### config.mk
export PLATFORM = sky130hd
export DESIGN_NAME = guess_round_ctrl
export DESIGN_NICKNAME = d
export VERILOG_FILES = /design/src/rtl/guess_pkg.sv /design/src/rtl/btn_edge.sv /design/src/rtl/guess_round_ctrl.sv
export SDC_FILE = /design/constraint.sdc
export NUM_CORES = 1
export LEC_CHECK = 0
export CAP_MARGIN = 5
export CORE_ASPECT_RATIO = 1.25
export CORE_UTILIZATION = 25
export DETAILED_ROUTE_END_ITERATION = 16
export HOLD_SLACK_MARGIN = 0.1
export PLACE_DENSITY_LB_ADDON = 0.12
export SLEW_MARGIN = 30
export SYNTH_ARGS = -nofsm -noshare
export SYNTH_HDL_FRONTEND = slang
export SYNTH_SLANG_ARGS = --single-unit
export TNS_END_PERCENT = 50
### constraint.sdc
create_clock -name clk -period 3.4 [get_ports clk]
set_input_delay 0.85 -clock clk [delete_from_list [all_inputs] [get_ports clk]]
set_output_delay 0.85 -clock clk [all_outputs]
set_load 0.005 [all_outputs]
### src/rtl/guess_pkg.sv
// Shared types and constants for the guess-number round controller.
package guess_pkg;

  typedef enum logic [2:0] {
    SET   = 3'd0,
    GUESS = 3'd1,
    CMP   = 3'd2,
    WIN   = 3'd3,
    LOSE  = 3'd4
  } phase_t;

  localparam int SYM_W = 2;

  localparam logic [SYM_W-1:0] SYM_I1 = 2'd0;
  localparam logic [SYM_W-1:0] SYM_I2 = 2'd1;
  localparam logic [SYM_W-1:0] SYM_I3 = 2'd2;
  localparam logic [SYM_W-1:0] SYM_I4 = 2'd3;

endpackage

### src/rtl/btn_edge.sv
// Rising-edge detect for the four symbol buttons and enter, with I1>I2>I3>I4 priority.
module btn_edge
  import guess_pkg::*;
(
  input  logic             clk,
  input  logic             reset,
  input  logic [3:0]       syms,
  input  logic             enter,
  output logic             sym_valid,
  output logic [SYM_W-1:0] sym,
  output logic             enter_pulse
);

  logic [4:0] prev;
  logic [4:0] rise;

  // Loading 1 on reset means a button held through reset needs a release first.
  always_ff @(posedge clk) begin
    if (reset) prev <= '1;
    else       prev <= {enter, syms};
  end

  assign rise = {enter, syms} & ~prev;

  always_comb begin
    sym_valid = |rise[3:0];
    sym       = SYM_I1;
    if      (rise[0]) sym = SYM_I1;
    else if (rise[1]) sym = SYM_I2;
    else if (rise[2]) sym = SYM_I3;
    else if (rise[3]) sym = SYM_I4;
  end

  assign enter_pulse = rise[4] & ~sym_valid;

endmodule

### src/rtl/guess_round_ctrl.sv
// Round sequencer: collects secret and guess, compares, counts turns, drives result flags.
module guess_round_ctrl
  import guess_pkg::*;
#(
  parameter int MIN_LEN   = 4,
  parameter int MAX_LEN   = 7,
  parameter int MAX_TURNS = 3
) (
  input  logic               clk,
  input  logic               reset,
  input  logic               I1,
  input  logic               I2,
  input  logic               I3,
  input  logic               I4,
  input  logic               enter,
  output logic [2:0]         phase,
  output logic [3:0]         numa,
  output logic [3:0]         numb,
  output logic [1:0]         turn,
  output logic [MAX_LEN-1:0] match_mask,
  output logic               result_valid,
  output logic               win,
  output logic               lose,
  output logic               equal,
  output logic               bigger,
  output logic               smaller
);

  localparam logic [3:0] MAX_L = 4'(MAX_LEN);
  localparam logic [3:0] MIN_L = 4'(MIN_LEN);
  localparam logic [1:0] MAX_T = 2'(MAX_TURNS);

  phase_t                             state;
  logic [MAX_LEN-1:0][SYM_W-1:0]      secret, guess;
  logic                               sym_valid, enter_pulse;
  logic [SYM_W-1:0]                   sym;
  logic [MAX_LEN-1:0]                 mm_c, len_c;
  logic                               win_c;

  btn_edge u_btn (
    .clk         (clk),
    .reset       (reset),
    .syms        ({I4, I3, I2, I1}),
    .enter       (enter),
    .sym_valid   (sym_valid),
    .sym         (sym),
    .enter_pulse (enter_pulse)
  );

  // Only positions held by both sequences can match; win needs every secret position matched.
  always_comb begin
    mm_c  = '0;
    len_c = '0;
    for (int i = 0; i < MAX_LEN; i++) begin
      len_c[i] = 4'(i) < numa;
      mm_c[i]  = (4'(i) < numa) && (4'(i) < numb) && (secret[i] == guess[i]);
    end
    win_c = (numa == numb) && (mm_c == len_c);
  end

  assign phase = state;

  always_ff @(posedge clk) begin
    if (reset) begin
      state        <= SET;
      numa         <= '0;
      numb         <= '0;
      turn         <= '0;
      secret       <= '0;
      guess        <= '0;
      match_mask   <= '0;
      result_valid <= 1'b0;
      win          <= 1'b0;
      lose         <= 1'b0;
      equal        <= 1'b0;
      bigger       <= 1'b0;
      smaller      <= 1'b0;
    end else begin
      result_valid <= 1'b0;
      unique case (state)
        SET: begin
          if (sym_valid) begin
            for (int i = 0; i < MAX_LEN; i++)
              if (4'(i) == numa) secret[i] <= sym;
            numa <= numa + 4'd1;
            if (numa + 4'd1 == MAX_L) state <= GUESS;
          end else if (enter_pulse && numa >= MIN_L) begin
            state <= GUESS;
          end
        end
        GUESS: begin
          if (sym_valid) begin
            if (numb < MAX_L) begin
              for (int i = 0; i < MAX_LEN; i++)
                if (4'(i) == numb) guess[i] <= sym;
              numb <= numb + 4'd1;
            end
          end else if (enter_pulse && numb >= MIN_L) begin
            state <= CMP;
          end
        end
        CMP: begin
          match_mask   <= mm_c;
          result_valid <= 1'b1;
          smaller      <= numb > numa;
          equal        <= numb == numa;
          bigger       <= numb < numa;
          if (win_c) begin
            win   <= 1'b1;
            state <= WIN;
          end else begin
            turn <= turn + 2'd1;
            if (turn + 2'd1 == MAX_T) begin
              lose  <= 1'b1;
              state <= LOSE;
            end else begin
              numb  <= '0;
              guess <= '0;
              state <= GUESS;
            end
          end
        end
        default: ;  // WIN and LOSE hold everything until reset
      endcase
    end
  end

endmodule

==> impl_table.tex <==
\begin{tabular}{lr}
\hline
Metric & Value \\
\hline
\multicolumn{2}{l}{\textbf{Yosys}} \\
\quad Share of synthesized area occupied by flip-flops and latches & 39.1\% \\
\quad Yosys reg bits & 59 \\
\quad Syn avg cell area & 8.77 um2 \\
\quad Syn Std Cell Area & 3020 um2 \\
\quad Yosys top cell by area & sky130\_fd\_sc\_hd\_\_dfxtp\_1 \\
\quad Top-count cell post-synth & sky130\_fd\_sc\_hd\_\_dfxtp\_1 \\
\quad Synthesized Nets & 364 \\
\quad Top cells by instance count after synthesis & 59 x sky130\_fd\_sc\_hd\_\_dfxtp\_1, 44 x sky130\_fd\_sc\_hd\_\_nor2\_1, 28 x sky130\_fd\_sc\_hd\_\_nand2\_1 \\
\quad Share of Yosys cell area claimed by the top area cell type & 39.1\% \\
\quad Syn Inst Count & 344 \\
\quad Synth cell types & 56 \\
\quad Number of enable-type register cells in the synthesized netlist & 0 \\
\quad Most common flop cell mapped by yosys & sky130\_fd\_sc\_hd\_\_dfxtp\_1 \\
\quad Largest cells by area after synthesis & sky130\_fd\_sc\_hd\_\_dfxtp\_1 39\%, sky130\_fd\_sc\_hd\_\_mux2i\_1 6.3\%, sky130\_fd\_sc\_hd\_\_nor2\_1 5.5\%, sky130\_fd\_sc\_hd\_\_ha\_1 5.4\%, sky130\_fd\_sc\_hd\_\_a21oi\_1 4.3\% \\
\quad Count of warnings emitted by yosys & 0 \\
\quad Async set-reset flop share out of synthesis & 0\% \\
\multicolumn{2}{l}{\textbf{Layout}} \\
\quad \# nets final & 403 \\
\quad Post-route non-filler standard cell count & 549 \\
\quad Area Overhead vs Synth & 27.6\% \\
\quad Fill count & 1256 \\
\quad Number of diodes added for antenna fixing & 0 \\
\quad Share of layout cells above drive strength 1 & 11.1\% \\
\multicolumn{2}{l}{\textbf{GRT}} \\
\quad Grt ovf & 0 \\
\quad Number of global-route vias before repair & 2461 \\
\quad Largest net degree at the start of global routing & 31 \\
\quad Number of antenna violations at the first check in global routing & 0 \\
\quad Global-route wire length before repair & 13.8 mm \\
\quad Global routing usage summed across all routing layers & 14.8\% \\
\multicolumn{2}{l}{\textbf{Floorplan}} \\
\quad Horiz. Die Dim & 100 um \\
\quad Number of placement rows & 44 \\
\quad Initial Utilization & 25.9\% \\
\quad Number of primary I/O pins & 33 \\
\quad Total die area & 12500 um2 \\
\quad Area of the core & 11700 um2 \\
\quad Vertical extent of the die & 125 um \\
\multicolumn{2}{l}{\textbf{Timing}} \\
\quad Final count of negative-setup-slack endpoints & 0 \\
\quad Number of hold-slack violations in the final timing report & 0 \\
\quad Number of max-slew violations in the final report & 0 \\
\quad Setup clock skew after layout & 0.00786 ns \\
\quad Peak clock frequency supported by timing & 0.369 GHz \\
\quad Post-route fraction of the period consumed by the critical path & 79.8\% \\
\quad Total negative setup slack & 0 ns \\
\quad Actual transition at the worst max-transition pin & 0.644 ns \\
\quad Worst slack on hold paths & 0.450 ns \\
\quad Setup repair after global routing missed its margin & no \\
\quad Tmin final & 2.71 ns \\
\quad Headroom to the max-slew limit & 56.5\% \\
\multicolumn{2}{l}{\textbf{Worst setup path}} \\
\quad CP Buf/Inv Count & 1 \\
\quad Startpoint type of the worst setup path & primary input \\
\quad Kind of cell adding the most delay to the critical path & simple AND/OR/NAND/NOR gates \\
\quad Worst path cell trace & clkdlybuf4s50\_1 -> nand2b\_1 -> a41oi\_1 -> and2\_0 -> nand3\_1 -> mux2i\_1 -> nor2\_1 \\
\quad Worst Path Arrival & 2.90 ns \\
\quad Worst Setup End Kind & flip-flop \\
\quad WP data required & 3.59 ns \\
\quad Slowest CP cell & sky130\_fd\_sc\_hd\_\_a41oi\_1 \\
\quad Critical Path Fanout Max & 6 \\
\quad Class of the most critical setup path & in -> reg \\
\quad CP max stage delay & 0.62 ns \\
\multicolumn{2}{l}{\textbf{Power and ir drop}} \\
\quad IR drop worst, VDD & 0.238 mV \\
\quad Power density normalized to cell area & 674 nW/um2 \\
\quad Static leakage power & 1.54 nW \\
\multicolumn{2}{l}{\textbf{Route}} \\
\quad Drt via density & 4.68 \\
\quad DR pass1 iterations & 4 \\
\quad DR iter-0 viols & 104 \\
\quad Drt drc & 0 \\
\quad Post-route antenna net violation count & 0 \\
\quad Final wirelength & 8.61 mm \\
\quad Vias & 2571 \\
\quad Post-DR wirelength/cell & 15.7 um \\
\multicolumn{2}{l}{\textbf{Placement}} \\
\quad Sum of net half-perimeters after detailed placement & 6.46 mm \\
\quad Gp weighted congestion & 0.804 \\
\quad Number of placed cells counting well taps & 533 \\
\quad Count of port buffers added during placement & 32 \\
\multicolumn{2}{l}{\textbf{Clock network}} \\
\quad Cts hold-fix bufs & 0 \\
\quad Setup Buffers After CTS & 0 \\
\quad Clock edge transition at the registers on the reported setup and hold paths & 0.06 ns \\
\quad Clock sinks & 59 \\
\quad Later-pin clock latency in the skew report & 0.33 ns \\
\quad Number of CTS-inserted buffers & 9 \\
\quad Clock Tree Root & sky130\_fd\_sc\_hd\_\_clkbuf\_16 \\
\quad Count of cells resized by post-cts repair & 0 \\
\quad TritonCTS clock tree & yes \\
\quad Maximum root-to-sink buffer count & 2 \\
\quad CTS H-tree lvls & 3 \\
\multicolumn{2}{l}{\textbf{Run}} \\
\quad Max capacitance violation total & 0 \\
\multicolumn{2}{l}{\textbf{Run status}} \\
\quad Status & finished, final reports clean \\
\multicolumn{2}{l}{\textbf{Hold path}} \\
\quad Class of the tightest hold or removal check & reg -> reg \\
\hline
\end{tabular}
[per-stage QoR]
| stage | area, um2 | power (W) | worst slack, ns | util, % |
|---|---|---|---|---|
| after floorplan | 3020 | 0.00139 | 1.18 | - |
| final | 3850 | 0.00259 | 0.686 | 33.0 |
| after global placement | 3540 | 0.00166 | 0.390 | 30.3 |
| after detailed placement | 3540 | 0.00167 | 0.337 | 30.3 |
| after CTS | 3850 | 0.00263 | 0.676 | 33.0 |
| after global routing | 3850 | 0.00274 | 0.541 | 33.0 |
[sequential cells by signal, summed over array words and instances (netlist names)]
name,count
win,1
numa,4
guess,14
match_mask,7
lose,1
u_btn.prev,5
smaller,1
turn,2
phase,3
bigger,1
equal,1
secret,14
numb,4
result_valid,1
[power by group]
part / internal, W / leakage, nW / switching [W] / total [W]
combinational: 0.000343 / 0.906 / 0.000473 / 0.000816
clock: 0.000635 / 0.156 / 0.000315 / 0.000950
sequential: 0.000756 / 0.478 / 0.0000709 / 0.000827
[cells in the final DEF, fill, tap and decap left out, types with 6 or more instances in the layout]
cell type                          n
sky130_fd_sc_hd__or3_1             6
sky130_fd_sc_hd__nand3_1          11
sky130_fd_sc_hd__a21oi_1          26
sky130_fd_sc_hd__nand2_1          28
sky130_fd_sc_hd__clkdlybuf4s50_1  31
sky130_fd_sc_hd__buf_4            11
sky130_fd_sc_hd__clkbuf_16         9
sky130_fd_sc_hd__nor2_1           44
sky130_fd_sc_hd__nand4_1           7
sky130_fd_sc_hd__nor3_1            6
sky130_fd_sc_hd__ha_1             13
sky130_fd_sc_hd__mux2i_1          19
sky130_fd_sc_hd__inv_1            12
sky130_fd_sc_hd__xor2_1           14
sky130_fd_sc_hd__nand2b_1          6
sky130_fd_sc_hd__dfxtp_1          59
[per-layer routing]
metal / GRT usage [%] / wire [um] / share of wire [%]
met1: 18.7 / 4010 / 47
met2: 23.5 / 4140 / 48
met3: 2.47 / 256 / 3.0
met4: 7.93 / 200 / 2.3
met5: 0 / 0 / 0
[worst register-to-register path: cells and delay by family, from the launching register on]
family          cells  cell delay (ns)
simple gates        2             0.61
flops               1             0.45
compound gates      4             1.02
fa+ha+maj           1             0.30
buf+inv             1             0.19
[logic make-up (layout without fill, tap and decap cells)]
logic type | after synthesis | count (layout) | share of synthesized area (%)
multiplexers | 19 | 19 | 6.30
XOR/XNOR | 18 | 18 | 5.22
adder cells (fa/ha/maj) | 13 | 13 | 5.39
flip-flops | 59 | 59 | 39.1
AO/OA/AOI/OAI | 72 | 72 | 17.5
buffers and inverters | 27 | 71 | 4.02
AND/OR/NAND/NOR | 136 | 136 | 22.4
[layout make-up]
cell class / instances / area [um2] / area share [%]
multi-input cells: 258 / 1720 / 44.6
flip-flops and latches: 59 / 1180 / 30.7
repair buffers: 43 / 398 / 10.3
clock buffers: 10 / 229 / 5.95
well taps: 161 / 201 / 5.23
clock inverters: 6 / 80.1 / 2.08
inverters: 12 / 45.0 / 1.17
[path summary, 6_finish.rpt]
kind         slack (ns)  cells past startpoint         to     from
max                0.69                      7  secret[3]       I3
min                0.45                      2        win      win
max reg2reg        0.72                      8   phase[2]  numa[1]
min reg2reg        0.45                      2        win      win
Power figures use the tool's default switching activity.
